<file path="src/rtl/vga_pkg.sv">
// Shared types, default 640x480@60 timing and helpers for the VGA pattern generator.
package vga_pkg;

    typedef enum logic [1:0] {
        SCROLL_BARS = 2'd0,
        COLOR_BARS  = 2'd1,
        CHECKER     = 2'd2,
        GRADIENT    = 2'd3
    } mode_e;

    localparam int unsigned DEF_H_ACTIVE = 640;
    localparam int unsigned DEF_H_FP     = 16;
    localparam int unsigned DEF_H_SYNC   = 96;
    localparam int unsigned DEF_H_BP     = 48;
    localparam int unsigned DEF_V_ACTIVE = 480;
    localparam int unsigned DEF_V_FP     = 10;
    localparam int unsigned DEF_V_SYNC   = 2;
    localparam int unsigned DEF_V_BP     = 33;

    localparam int unsigned H_TOTAL = DEF_H_ACTIVE + DEF_H_FP + DEF_H_SYNC + DEF_H_BP;
    localparam int unsigned V_TOTAL = DEF_V_ACTIVE + DEF_V_FP + DEF_V_SYNC + DEF_V_BP;

    // Every pattern is built at 4 bits per channel and then truncated to the output width.
    localparam int unsigned C4_W = 4;

    typedef struct packed {
        logic [C4_W-1:0] r;
        logic [C4_W-1:0] g;
        logic [C4_W-1:0] b;
    } rgb4_t;

    // Counter width able to hold 0..n-1, never narrower than one bit.
    function automatic int unsigned cnt_width(input int unsigned n);
        return (n > 1) ? $clog2(n) : 1;
    endfunction

endpackage

</file>
<file path="src/rtl/vga_timing.sv">
// Free-running hpos/vpos raster counters with raw sync, active-area and line/frame-end strobes.
module vga_timing
    import vga_pkg::*;
#(
    parameter int unsigned H_ACTIVE = DEF_H_ACTIVE,
    parameter int unsigned H_FP     = DEF_H_FP,
    parameter int unsigned H_SYNC   = DEF_H_SYNC,
    parameter int unsigned H_BP     = DEF_H_BP,
    parameter int unsigned V_ACTIVE = DEF_V_ACTIVE,
    parameter int unsigned V_FP     = DEF_V_FP,
    parameter int unsigned V_SYNC   = DEF_V_SYNC,
    parameter int unsigned V_BP     = DEF_V_BP,
    parameter int unsigned HW       = cnt_width(H_ACTIVE + H_FP + H_SYNC + H_BP),
    parameter int unsigned VW       = cnt_width(V_ACTIVE + V_FP + V_SYNC + V_BP)
) (
    input  logic          clk,
    input  logic          rst_n,
    output logic [HW-1:0] hpos_o,
    output logic [VW-1:0] vpos_o,
    output logic          hsync_raw_o,
    output logic          vsync_raw_o,
    output logic          active_o,
    output logic          line_end_o,
    output logic          frame_end_o
);

    localparam int unsigned H_TOT    = H_ACTIVE + H_FP + H_SYNC + H_BP;
    localparam int unsigned V_TOT    = V_ACTIVE + V_FP + V_SYNC + V_BP;
    localparam int unsigned HS_FIRST = H_ACTIVE + H_FP;
    localparam int unsigned HS_LAST  = H_ACTIVE + H_FP + H_SYNC - 1;
    localparam int unsigned VS_FIRST = V_ACTIVE + V_FP;
    localparam int unsigned VS_LAST  = V_ACTIVE + V_FP + V_SYNC - 1;

    logic [HW-1:0] hpos_q, hpos_d;
    logic [VW-1:0] vpos_q, vpos_d;

    // Last pixel of the line and of the frame; the following clock edge wraps the counters.
    assign line_end_o  = (hpos_q == HW'(H_TOT - 1));
    assign frame_end_o = line_end_o && (vpos_q == VW'(V_TOT - 1));

    // Next raster position: hpos wraps every line, vpos advances on that wrap.
    always_comb begin
        hpos_d = hpos_q + HW'(1);
        vpos_d = vpos_q;
        if (line_end_o) begin
            hpos_d = '0;
            vpos_d = frame_end_o ? '0 : vpos_q + VW'(1);
        end
    end

    // Raster counter registers.
    always_ff @(posedge clk or negedge rst_n) begin
        if (!rst_n) begin
            hpos_q <= '0;
            vpos_q <= '0;
        end else begin
            hpos_q <= hpos_d;
            vpos_q <= vpos_d;
        end
    end

    assign hpos_o      = hpos_q;
    assign vpos_o      = vpos_q;
    assign active_o    = (hpos_q <= HW'(H_ACTIVE - 1)) && (vpos_q <= VW'(V_ACTIVE - 1));
    assign hsync_raw_o = (hpos_q >= HW'(HS_FIRST)) && (hpos_q <= HW'(HS_LAST));
    assign vsync_raw_o = (vpos_q >= VW'(VS_FIRST)) && (vpos_q <= VW'(VS_LAST));

endmodule

</file>
<file path="src/rtl/vga_pattern_gen.sv">
// VGA test-pattern generator: frame-latched mode, scrolling offset, pattern mux and output registers.
module vga_pattern_gen
    import vga_pkg::*;
#(
    parameter int unsigned H_ACTIVE    = DEF_H_ACTIVE,
    parameter int unsigned H_FP        = DEF_H_FP,
    parameter int unsigned H_SYNC      = DEF_H_SYNC,
    parameter int unsigned H_BP        = DEF_H_BP,
    parameter int unsigned V_ACTIVE    = DEF_V_ACTIVE,
    parameter int unsigned V_FP        = DEF_V_FP,
    parameter int unsigned V_SYNC      = DEF_V_SYNC,
    parameter int unsigned V_BP        = DEF_V_BP,
    parameter bit          SYNC_NEG    = 1'b1,
    parameter int unsigned COLOR_BITS  = 2,
    parameter int unsigned SCROLL_BITS = 10
) (
    input  logic                  clk,
    input  logic                  rst_n,
    input  logic [1:0]            mode,
    input  logic [2:0]            speed,
    input  logic                  dir,
    output logic                  hsync,
    output logic                  vsync,
    output logic [COLOR_BITS-1:0] r,
    output logic [COLOR_BITS-1:0] g,
    output logic [COLOR_BITS-1:0] b,
    output logic                  display_on,
    output logic                  frame_tick
);

    localparam int unsigned HW     = cnt_width(H_ACTIVE + H_FP + H_SYNC + H_BP);
    localparam int unsigned VW     = cnt_width(V_ACTIVE + V_FP + V_SYNC + V_BP);
    localparam int unsigned SW     = SCROLL_BITS;
    localparam int unsigned BAND_W = H_ACTIVE / 8;
    localparam int unsigned BCW    = cnt_width(BAND_W);

    logic [HW-1:0] hpos;
    logic [VW-1:0] vpos;
    logic          hs_raw, vs_raw, active, line_end, frame_end;

    vga_timing #(
        .H_ACTIVE (H_ACTIVE),
        .H_FP     (H_FP),
        .H_SYNC   (H_SYNC),
        .H_BP     (H_BP),
        .V_ACTIVE (V_ACTIVE),
        .V_FP     (V_FP),
        .V_SYNC   (V_SYNC),
        .V_BP     (V_BP),
        .HW       (HW),
        .VW       (VW)
    ) u_timing (
        .clk         (clk),
        .rst_n       (rst_n),
        .hpos_o      (hpos),
        .vpos_o      (vpos),
        .hsync_raw_o (hs_raw),
        .vsync_raw_o (vs_raw),
        .active_o    (active),
        .line_end_o  (line_end),
        .frame_end_o (frame_end)
    );

    mode_e          mode_q, mode_d;
    logic [SW-1:0]  offset_q, offset_d;
    logic [BCW-1:0] band_cnt_q, band_cnt_d;
    logic [2:0]     band_q, band_d;

    // Frame-edge update. Speed and direction act only on this edge, so the values
    // sampled here are the frame's settings and need no separate holding register.
    always_comb begin
        mode_d   = mode_q;
        offset_d = offset_q;
        if (frame_end) begin
            mode_d   = mode_e'(mode);
            offset_d = dir ? (offset_q - SW'(speed)) : (offset_q + SW'(speed));
        end
    end

    // Colour-bar band index tracking hpos: one step every BAND_W active pixels, cleared per line.
    always_comb begin
        band_cnt_d = band_cnt_q;
        band_d     = band_q;
        if (line_end) begin
            band_cnt_d = '0;
            band_d     = '0;
        end else if (hpos <= HW'(H_ACTIVE - 1)) begin
            if (band_cnt_q == BCW'(BAND_W - 1)) begin
                band_cnt_d = '0;
                band_d     = band_q + 3'd1;
            end else begin
                band_cnt_d = band_cnt_q + BCW'(1);
            end
        end
    end

    // Frame-latched state and band counter registers.
    always_ff @(posedge clk or negedge rst_n) begin
        if (!rst_n) begin
            mode_q     <= SCROLL_BARS;
            offset_q   <= '0;
            band_cnt_q <= '0;
            band_q     <= '0;
        end else begin
            mode_q     <= mode_d;
            offset_q   <= offset_d;
            band_cnt_q <= band_cnt_d;
            band_q     <= band_d;
        end
    end

    logic [SW-1:0] mx, my, vx;
    logic [2:0]    band_k;
    rgb4_t         pix;

    // Pattern mux at 4 bits per channel; black outside the active area.
    always_comb begin
        vx     = SW'(vpos);
        mx     = offset_q + SW'(hpos);
        my     = offset_q + vx;
        band_k = 3'd7 - band_q;
        pix    = '0;
        if (active) begin
            case (mode_q)
                SCROLL_BARS: begin
                    pix.r = {mx[5], vx[2], 2'b00};
                    pix.g = {mx[6], vx[2], 2'b00};
                    pix.b = {mx[7], vx[5], 2'b00};
                end
                COLOR_BARS: begin
                    pix.r = {4{band_k[2]}};
                    pix.g = {4{band_k[1]}};
                    pix.b = {4{band_k[0]}};
                end
                CHECKER: begin
                    pix.r = {4{mx[5] ^ my[5]}};
                    pix.g = {4{mx[5] ^ my[5]}};
                    pix.b = {4{mx[5] ^ my[5]}};
                end
                GRADIENT: begin
                    pix.r = mx[8:5];
                    pix.g = vx[8:5];
                    pix.b = offset_q[SW-1 -: 4];
                end
                default: pix = '0;
            endcase
        end
    end

    logic                  hsync_q, vsync_q, display_on_q, frame_tick_q;
    logic [COLOR_BITS-1:0] r_q, g_q, b_q;

    // Output stage: everything delayed by one clock so syncs, colour and strobes stay aligned.
    always_ff @(posedge clk or negedge rst_n) begin
        if (!rst_n) begin
            hsync_q      <= SYNC_NEG;
            vsync_q      <= SYNC_NEG;
            r_q          <= '0;
            g_q          <= '0;
            b_q          <= '0;
            display_on_q <= 1'b0;
            frame_tick_q <= 1'b0;
        end else begin
            hsync_q      <= hs_raw ^ SYNC_NEG;
            vsync_q      <= vs_raw ^ SYNC_NEG;
            r_q          <= pix.r[C4_W-1 -: COLOR_BITS];
            g_q          <= pix.g[C4_W-1 -: COLOR_BITS];
            b_q          <= pix.b[C4_W-1 -: COLOR_BITS];
            display_on_q <= active;
            frame_tick_q <= (hpos == '0) && (vpos == '0);
        end
    end

    assign hsync      = hsync_q;
    assign vsync      = vsync_q;
    assign r          = r_q;
    assign g          = g_q;
    assign b          = b_q;
    assign display_on = display_on_q;
    assign frame_tick = frame_tick_q;

endmodule
</file>
<file path="config.mk">
export PLATFORM = sky130hd
export DESIGN_NAME = vga_pattern_gen
export DESIGN_NICKNAME = d
export VERILOG_FILES = /design/src/rtl/vga_pkg.sv /design/src/rtl/vga_timing.sv /design/src/rtl/vga_pattern_gen.sv
export SDC_FILE = /design/constraint.sdc
export NUM_CORES = 1
export LEC_CHECK = 0
export BUFFER_PORTS_ARGS = -buffer_cell sky130_fd_sc_hd__clkbuf_2
export CAP_MARGIN = 20
export CORE_MARGIN = 3
export CORE_UTILIZATION = 40
export CTS_CLUSTER_SIZE = 12
export DETAILED_ROUTE_END_ITERATION = 8
export PLACE_DENSITY = 0.59
export SETUP_SLACK_MARGIN = 0.02
export SYNTH_ARGS = -nofsm -noshare
export SYNTH_HDL_FRONTEND = slang
export SYNTH_SLANG_ARGS = --single-unit
</file>
<file path="constraint.sdc">
create_clock -name clk -period 3.5 [get_ports clk]
set_input_delay 0.35 -clock clk [delete_from_list [all_inputs] [get_ports clk]]
set_output_delay 0.35 -clock clk [all_outputs]
set_load 0.02 [all_outputs]
</file>
# Yosys cells after proc, flatten, opt, wreduce, memory -nomap -nowiden
# Index checks and enable logic that the tools add are counted.
# Widths: inputs -> output; s select.
[totals] ff_bits=52 latchBits=0 ram_bits=0 romBits=0 inputBits=8 out_inout_bits=10 elab_cells=59 mem_count=0
[classes] n_addsub=9 multipliers=0 n_div=0 n_lt_le_gt_ge=6 eq_ne=6 shift=0 muxes=11 n_bitwise=3 n_reduce_logical=11
[ops] op="$pmux 12 s4" n=1
[ops] op="$mux 10" n=3
[ops] op="$mux 7" n=3
[ops] op="$add 10x1->10 const B" n=2
[ops] op="$eq 10x10->1 const B" n=2
[ops] op="$le 10x10->1 const B" n=2
[ops] op="$le 10x9->1 const B" n=2
[ops] op="$logic_not 10->1" n=2
[ops] op="$mux 12" n=1
[ops] op="$add 10x3->10" n=1
[ops] op="$ge 10x10->1 const B" n=1
[ops] op="$ge 10x9->1 const B" n=1
[ops] op="$sub 10x3->10" n=1
[ops] op="$add 9x9->9" n=1
[ops] op="$mux 3" n=3
[ops] op="$add 7x1->7 const B" n=1
[ops] op="$eq 7x7->1 const B" n=1
[ops] op="$add 6x6->6" n=1
[ops] op="$logic_and 1x1->1" n=5
[ops] op="$eq 2x2->1 const B" n=2
[ops] op="$reduce_bool 2->1" n=2
[ops] op="$add 3x1->3 const B" n=1
[ops] op="$sub 3x3->3 const A" n=1
[ops] op="$eq 2x1->1 const B" n=1
[ops] op="4 further kinds" n=5

# Depth between registers and ports, before layout
# Gate-level depths: netlist of run 1.
[logic_depth] word_depth=4 depth_mapped=12 depth_no_buf=12

# Cells and area by module
# Synthesis of run 1 repeated with hierarchy kept, for this count alone.
[hier_totals] hier_cells=358 area_unflattened_um2=3433.3
[by_module_without_submodules] module="vga_pattern_gen" instances=1 cells_each=248 area_each_um2=2343.5 seq_area_each_um2=803.3
[by_module_without_submodules] module="vga_timing" instances=1 cells_each=110 area_each_um2=1089.8 seq_area_each_um2=500.5

# Worst setup path after synthesis of run 1
# No wires, ideal clock.
[synth_timing] path_type="input to register" start="input port speed[0]" end="register offset_q[9]" setup_ns=0.122 arrival_ns=2.340 path_slack_ns=1.037 stages=11 path_buffers=0 cell_sequence="inv_1 -> ha_1 -> ha_1 -> or2_2 -> ha_1 -> a211o_1 -> o32a_1 -> o41ai_1 -> xnor2_1 -> nand2_1 -> xnor2_1"
[synth_between] elab_chain_cells=2 word_cells_on_any_way=3 classes_between="add/sub (2); mux (1)"
[synth_lines] element="start: declaration" line_no="vga_pattern_gen.sv:20" rtl="input logic [2:0] speed,"
[synth_lines] element="$add 10x3->10 or $sub 10x3->10 (tied branches)" line_no="vga_pattern_gen.sv:76" rtl="offset_d = dir ? (offset_q - SW'(speed)) : (offset_q + SW'(speed));"
[synth_lines] element="$mux 10 (*)" line_no="vga_pattern_gen.sv:76"
[synth_lines] element="end signal: assignment" line_no="vga_pattern_gen.sv:106" rtl="offset_q <= offset_d;"
[synth_lines] element="end: declaration" line_no="vga_pattern_gen.sv:65" rtl="logic [SW-1:0] offset_q, offset_d;"
# Every way passes the cells marked *; elsewhere a longest branch is shown, timed or not.
# A chain may end at the register's enable or synchronous reset.

==> run_results.csv, run 1 <==
group,metric,value,unit
global_routing,grt_usage,15.3,%
detailed_routing,vias_per_cell,5.30,
global_routing,grt_pass1_wl,10.9,mm
yosys,muxShareOfSynthArea,2.57,%
sta,worst_pin_slew,651,ps
detailed_routing,vias,2380,
clocking,cts_made_buffers,5,
setup_path,startpoint_type,"register",
detailed_routing,ant_nets,0,
sta,fmax,0.381,GHz
layout,n_antenna_cell,0,
floorplanning,die-area,9030,sq um
yosys,synth_area_per_cell,9.52,sq um
yosys,synthCells,333,
sta,drv_slew,0,
sta,timing.final.crit_share,75.0,%
power_and_ir_drop,power,1.11,mW
yosys,synth_seq_cells,52,
setup_path,worstPathRequired,3670,ps
job,drv_cap,0,
sta,hold_violations,0,
sta,whs,136,ps
global_routing,grt_pass1_vias,2302,
sta,rsz0062_at_grt,"false",
worst_hold_path,min_path_type,"input pin to async pin",
layout,layout.nets,387,
clocking,cts.repair.resized,0,
yosys,yosys.area_share.adder,12.1,%
power_and_ir_drop,p_per_area,319,nW/um^2
detailed_routing,drt_iter0_markers,79,
yosys,synth-xor-area-share,10.4,%
power_and_ir_drop,p_leak,1.65,nW
clocking,clock_latency,310,ps
yosys,synth-edff-count,0,
yosys,synth_simple_gate_area_share,18.6,%
layout,area_delta_synth_final,9.91,%
sta,setup_viol,0,
sta,tns,0,ps
placement,dp_hpwl,4.63,mm
sta,relSlewSlack,56.6,%
floorplanning,die_x,95.0,um
yosys,syn_nets,371,
layout,final_util,46.5,%
clocking,cts_hold_buf,0,
clocking,clk_path_buf_depth,2,
clocking,cts_tree,"built",
clocking,cts-htree-levels,2,
sta,skew,8.11,ps
yosys,synth_compound_area_share,12.4,%
global_routing,antenna_found_initial,0,
placement,port_buffers,17,
yosys,synth_top_family_by_area,"simple AND/OR/NAND/NOR gates",
placement,dp_cells,441,
global_routing,grt_max_degree,53,
clocking,clk_pin_slew,90,ps
layout,final_area,3480,sq um
power_and_ir_drop,worst_ir_drop_vdd,139,uV
yosys,yosys_most_used_dff,"dfrtp_1",
clocking,root_buffer,"clkbuf_8",
detailed_routing,routed_wl,6.16,mm
placement,place_area,3360,sq um
global_routing,grt_overflow_total,0,
floorplanning,pin_count,18,
floorplanning,std_cell_rows,31,
setup_path,path_max_fanout,8,
detailed_routing,wire_per_inst,13.7,um
detailed_routing,drt_first_pass_iters,4,
yosys,synth_area,3170,sq um
floorplanning,coreArea,7490,sq um
yosys,synthArstFlopShare,100,%
setup_path,crit_type,"register to register",
placement,dpl_worst_slack,767,ps
floorplanning,die_h,95.0,um
layout,drive_above_1_share,10.9,%
sta,setup_slack,874,ps
layout,instances_no_fill,449,
setup_path,crit_arrival,2790,ps
yosys,synth_cell_types,52,
setup_path,worstRegToRegCells,8,
placement,place_congestion,0.771,
sta,period_needed,2630,ps
floorplanning,initial_core_util,42.4,%
detailed_routing,route.detailed.drc,0,
clocking,post_cts_buffers,0,
clocking,cts.sinks,52,
yosys,seq_area_frac_synth,41.1,%
setup_path,end_kind,"register",
outcome,outcome,"completed",
yosys,synth_warnings,0,
==> cells by family after synthesis <==
| family | count (synthesis) |
|---|---|
| buffers and inverters | 23 |
| muxes | 7 |
| xor gates and xnor gates | 36 |
| DFF | 52 |
| adders and majority gates | 30 |
| and+or+nand+nor | 122 |
| AOI/OAI and AO/OA | 63 |
==> final timing paths <==
kind	start	slack, ps	endpoint
worst max-delay path	u_timing.hpos_o[4]	870	g[0]
worst max register to register	u_timing.hpos_o[4]	870	g[0]
max in group asynchronous	rst_n	2910	offset_q[2]
worst min-delay path	rst_n	140	band_cnt_q[2]
worst min register to register	offset_q[9]	530	offset_q[9]
min in group clk	mode[0]	240	mode_q[0]
==> cells in the mapped netlist, types with 2 or more instances <==
cell type	instances	area share, %
o41ai_1	2	0.55
clkbuf_1	5	0.59
nand3_1	8	1.3
nand2_1	43	5.1
a21boi_0	3	0.71
o21ai_0	19	3.0
a21o_1	2	0.47
buf_2	4	0.63
a211o_1	2	0.55
dfrtp_1	50	39
dfstp_2	2	1.7
nor4b_1	2	0.55
nor4_1	4	0.79
o21a_1	3	0.71
xnor2_1	16	4.4
nand4_1	8	1.6
mux2i_1	4	1.3
nor2_1	29	3.4
a21oi_1	20	3.2
inv_1	13	1.5
xor2_1	19	5.2
nor2b_1	4	0.79
and3_1	4	0.79
ha_1	29	11
nor3_1	8	1.3
nand2b_1	3	0.59
mux2_4	2	0.95
==> final cells by class <==
cell class,count,area [sq um]
fill,737,4000
multi-input combinational,258,1780
sequential,52,1300
tap,99,124
timing repair buffer,19,100
clock buffer,7,96.3
inverter,13,48.8
clock inverter,1,30.0
==> worst max-delay path: stages, from the launching register on <==
cell,delay [ps]
dfrtp_1,480
ha_1,360
a21o_1,220
mux2_4,300
nor3_2,210
xnor3_1,420
mux2_4,330
o311ai_1,100
a21oi_1,70
==> routing by layer <==
metal  wire, um  up-vias  track usage (%)
li1           -     1208                -
met4         87        0             4.33
met3        140        6             2.37
met2       2890       28             26.1
met5          0        -                0
met1       3030     1138             20.2
==> power breakdown <==
part           internal, mW  leakage [nW]  switching [mW]
registers             0.600         0.623               0
logic                0.0292         0.960          0.0413
clock network         0.252        0.0645           0.190
total                 0.882          1.65           0.231
==> placed cells by master, fill, tap and decap left out, types with 2 or more instances in the layout <==
master    netlist  final
a211o_1         2      2
a21boi_0        3      3
a21o_1          2      2
a21oi_1        20     20
and3_1          4      4
buf_4           0      2
clkbuf_2        0     17
clkbuf_8        0      7
dfrtp_1        50     50
dfstp_2         2      2
ha_1           29     29
inv_1          13     13
mux2_4          2      2
mux2i_1         4      4
nand2_1        43     43
nand2b_1        3      3
nand3_1         8      8
nand4_1         8      8
nor2_1         29     29
nor2b_1         4      4
nor3_1          8      8
nor4_1          4      3
nor4b_1         2      2
o21a_1          3      3
o21ai_0        19     19
o41ai_1         2      2
xnor2_1        16     16
xor2_1         19     19
==> state kept, by name, summed over array words and instances (netlist names) <==
register / count
frame_tick: 1
vsync: 1
mode_q: 2
u_timing.vpos_o: 10
g: 2
display_on: 1
u_timing.hpos_o: 10
r: 2
band_q: 3
hsync: 1
band_cnt_q: 7
b: 2
offset_q: 10
Power figures use the tool's default switching activity.
==> inputs of run 2 (changes only) <==
==> constraint.sdc (replaced) <==
create_clock -name clk -period 2.5 [get_ports clk]
set_input_delay 0.25 -clock clk [delete_from_list [all_inputs] [get_ports clk]]
set_output_delay 0.25 -clock clk [all_outputs]
set_load 0.02 [all_outputs]
==> run_results.csv, run 2 (synthesis gave the netlist of run 1 again) <==
group,metric,value,unit
sta,period_needed,2420,ps
job,drv_cap,0,
detailed_routing,vias_per_cell,5.28,
clocking,root_buffer,"clkbuf_8",
floorplanning,initial_core_util,42.4,%
detailed_routing,vias,2527,
placement,place_area,3570,sq um
clocking,clock_latency,300,ps
sta,hold_violations,0,
placement,dp_hpwl,5.06,mm
placement,port_buffers,17,
sta,drv_slew,0,
setup_path,crit_arrival,2590,ps
setup_path,startpoint,"u_timing.hpos_o[4]",
detailed_routing,route.detailed.drc,0,
floorplanning,std_cell_rows,31,
floorplanning,coreArea,7490,sq um
floorplanning,die-area,9030,sq um
layout,n_fill_cell,705,
worst_hold_path,min_path_type,"input pin to async pin",
clocking,cts.sinks,52,
global_routing,grt_pass1_vias,2507,
setup_path,crit_type,"register to register",
sta,fmax,0.413,GHz
power_and_ir_drop,p_leak,1.80,nW
clocking,clk_path_buf_depth,2,
detailed_routing,routed_wl,6.79,mm
global_routing,antenna_found_initial,0,
detailed_routing,topRoutingLayerUsed,"met4",
global_routing,grt_usage,16.6,%
detailed_routing,route.met3.wl,240,um
layout,final_area,3760,sq um
setup_path,worstPathRequired,2670,ps
detailed_routing,wire_per_inst,14.2,um
detailed_routing,met2WireLength,3.31,mm
floorplanning,die_h,95.0,um
global_routing,grt_max_degree,53,
floorplanning,pin_count,18,
setup_path,reg2reg_slack,80,ps
layout,layout_commonest_cell,"dfrtp_1",
detailed_routing,drt_first_pass_iters,4,
setup_path,startpoint_type,"register",
layout,n_antenna_cell,0,
setup_path,path_max_fanout,3,
sta,skew,6.54,ps
clocking,cts-htree-levels,2,
power_and_ir_drop,p_per_area,420,nW/um^2
sta,setup_slack,81.4,ps
clocking,cts_tree,"built",
power_and_ir_drop,worst_ir_drop_vdd,284,uV
placement,dpl_worst_slack,-126,ps
setup_path,crit_end,"r[0]",
sta,timing.final.crit_share,96.7,%
clocking,clk_pin_slew,90,ps
layout,drive_above_1_share,19.5,%
setup_path,reg2reg_to,"r[0]",
layout,layout.nets,417,
layout,multi_input_comb_area,1830,sq um
placement,place_congestion,0.859,
sta,worst_pin_slew,723,ps
global_routing,grt_overflow_total,0,
sta,setup_viol,0,
layout,mostFrequentLayoutCells,"dfrtp_1 (50), nand2_1 (43), buf_4 (31)",
layout,area_delta_synth_final,18.7,%
detailed_routing,ant_nets,0,
sta,rsz0062_at_grt,"true",
setup_path,end_kind,"register",
setup_path,worstRegToRegCells,9,
outcome,outcome,"completed",
setup_path,r2r_start,"u_timing.hpos_o[4]",
layout,seq_area,1300,sq um
detailed_routing,met1_length,3.16,mm
floorplanning,die_x,95.0,um
sta,relSlewSlack,51.4,%
detailed_routing,drt_iter0_markers,128,
global_routing,grt_pass1_wl,11.9,mm
clocking,cts_made_buffers,5,
run 2: cell count changes in the layout (fill, tap and decap cells not counted), sizes merged:
cell,change
buf,+30
run 2: what timing repair did:
action,4_1_cts,5_1_grt
setup endpoints to repair,5,6
hold buffers,0,0
hold endpoints to repair,0,0
buffers inserted,0,2
pin swaps,1,6
gates cloned,0,0
gates resized for setup,1,10
run 2: where the power goes:
part           internal (mW)  switching, mW
Combinational         0.0489         0.0619
Sequential             0.841              0
Clock                  0.354          0.278
run 2: worst min-delay path by stage:
stage	from	end	slack, ps	depth (start not counted)
detailed placement	rst_n	band_cnt_q[2]	420	2
global placement	rst_n	band_cnt_q[6]	410	2
CTS	rst_n	band_cnt_q[4]	80	2
floorplan	rst_n	b[0]	-50	0
global route	rst_n	band_cnt_q[2]	100	2
finish	rst_n	band_cnt_q[6]	40	2
run 2: metrics by stage:
step | TNS (ps) | util [%] | std cells | power, mW | hold WS (ps)
after floorplan | 0 | - | 333 | 0.921 | -45.6
after global placement | -2.49 | 47.7 | 469 | 0.964 | 411
after detailed placement | -208 | 47.7 | 469 | 0.968 | 419
after CTS | 0 | 49.4 | 477 | 1.61 | 82.3
after global routing | -162 | 50.3 | 479 | 1.66 | 100
final | 0 | 50.3 | 479 | 1.58 | 44.9
run 2: cell type report:
| type | count | area share, % |
|---|---|---|
| well taps | 99 | 3.29 |
| clock buffers | 7 | 2.56 |
| repair buffers | 49 | 8.74 |
| clock inverters | 1 | 0.798 |
| inverters | 13 | 1.30 |
| flip-flops and latches | 52 | 34.6 |
| multi-input cells | 258 | 48.7 |
run 2: worst max-delay path, cell delays in order, from the launching register on:
cell and delay, ps:
dfrtp_1 430, ha_4 280, a21o_1 160, buf_6 110, and4bb_2 230, nor3_4 190
xnor3_2 400, mux2_4 340, o311ai_4 80, a21oi_1 70
run 2: per-layer routing:
metal,up-vias,track usage (%)
li1,1256,-
met1,1209,21.6
met2,55,29.0
met3,7,2.45
met4,0,3.97
met5,-,0
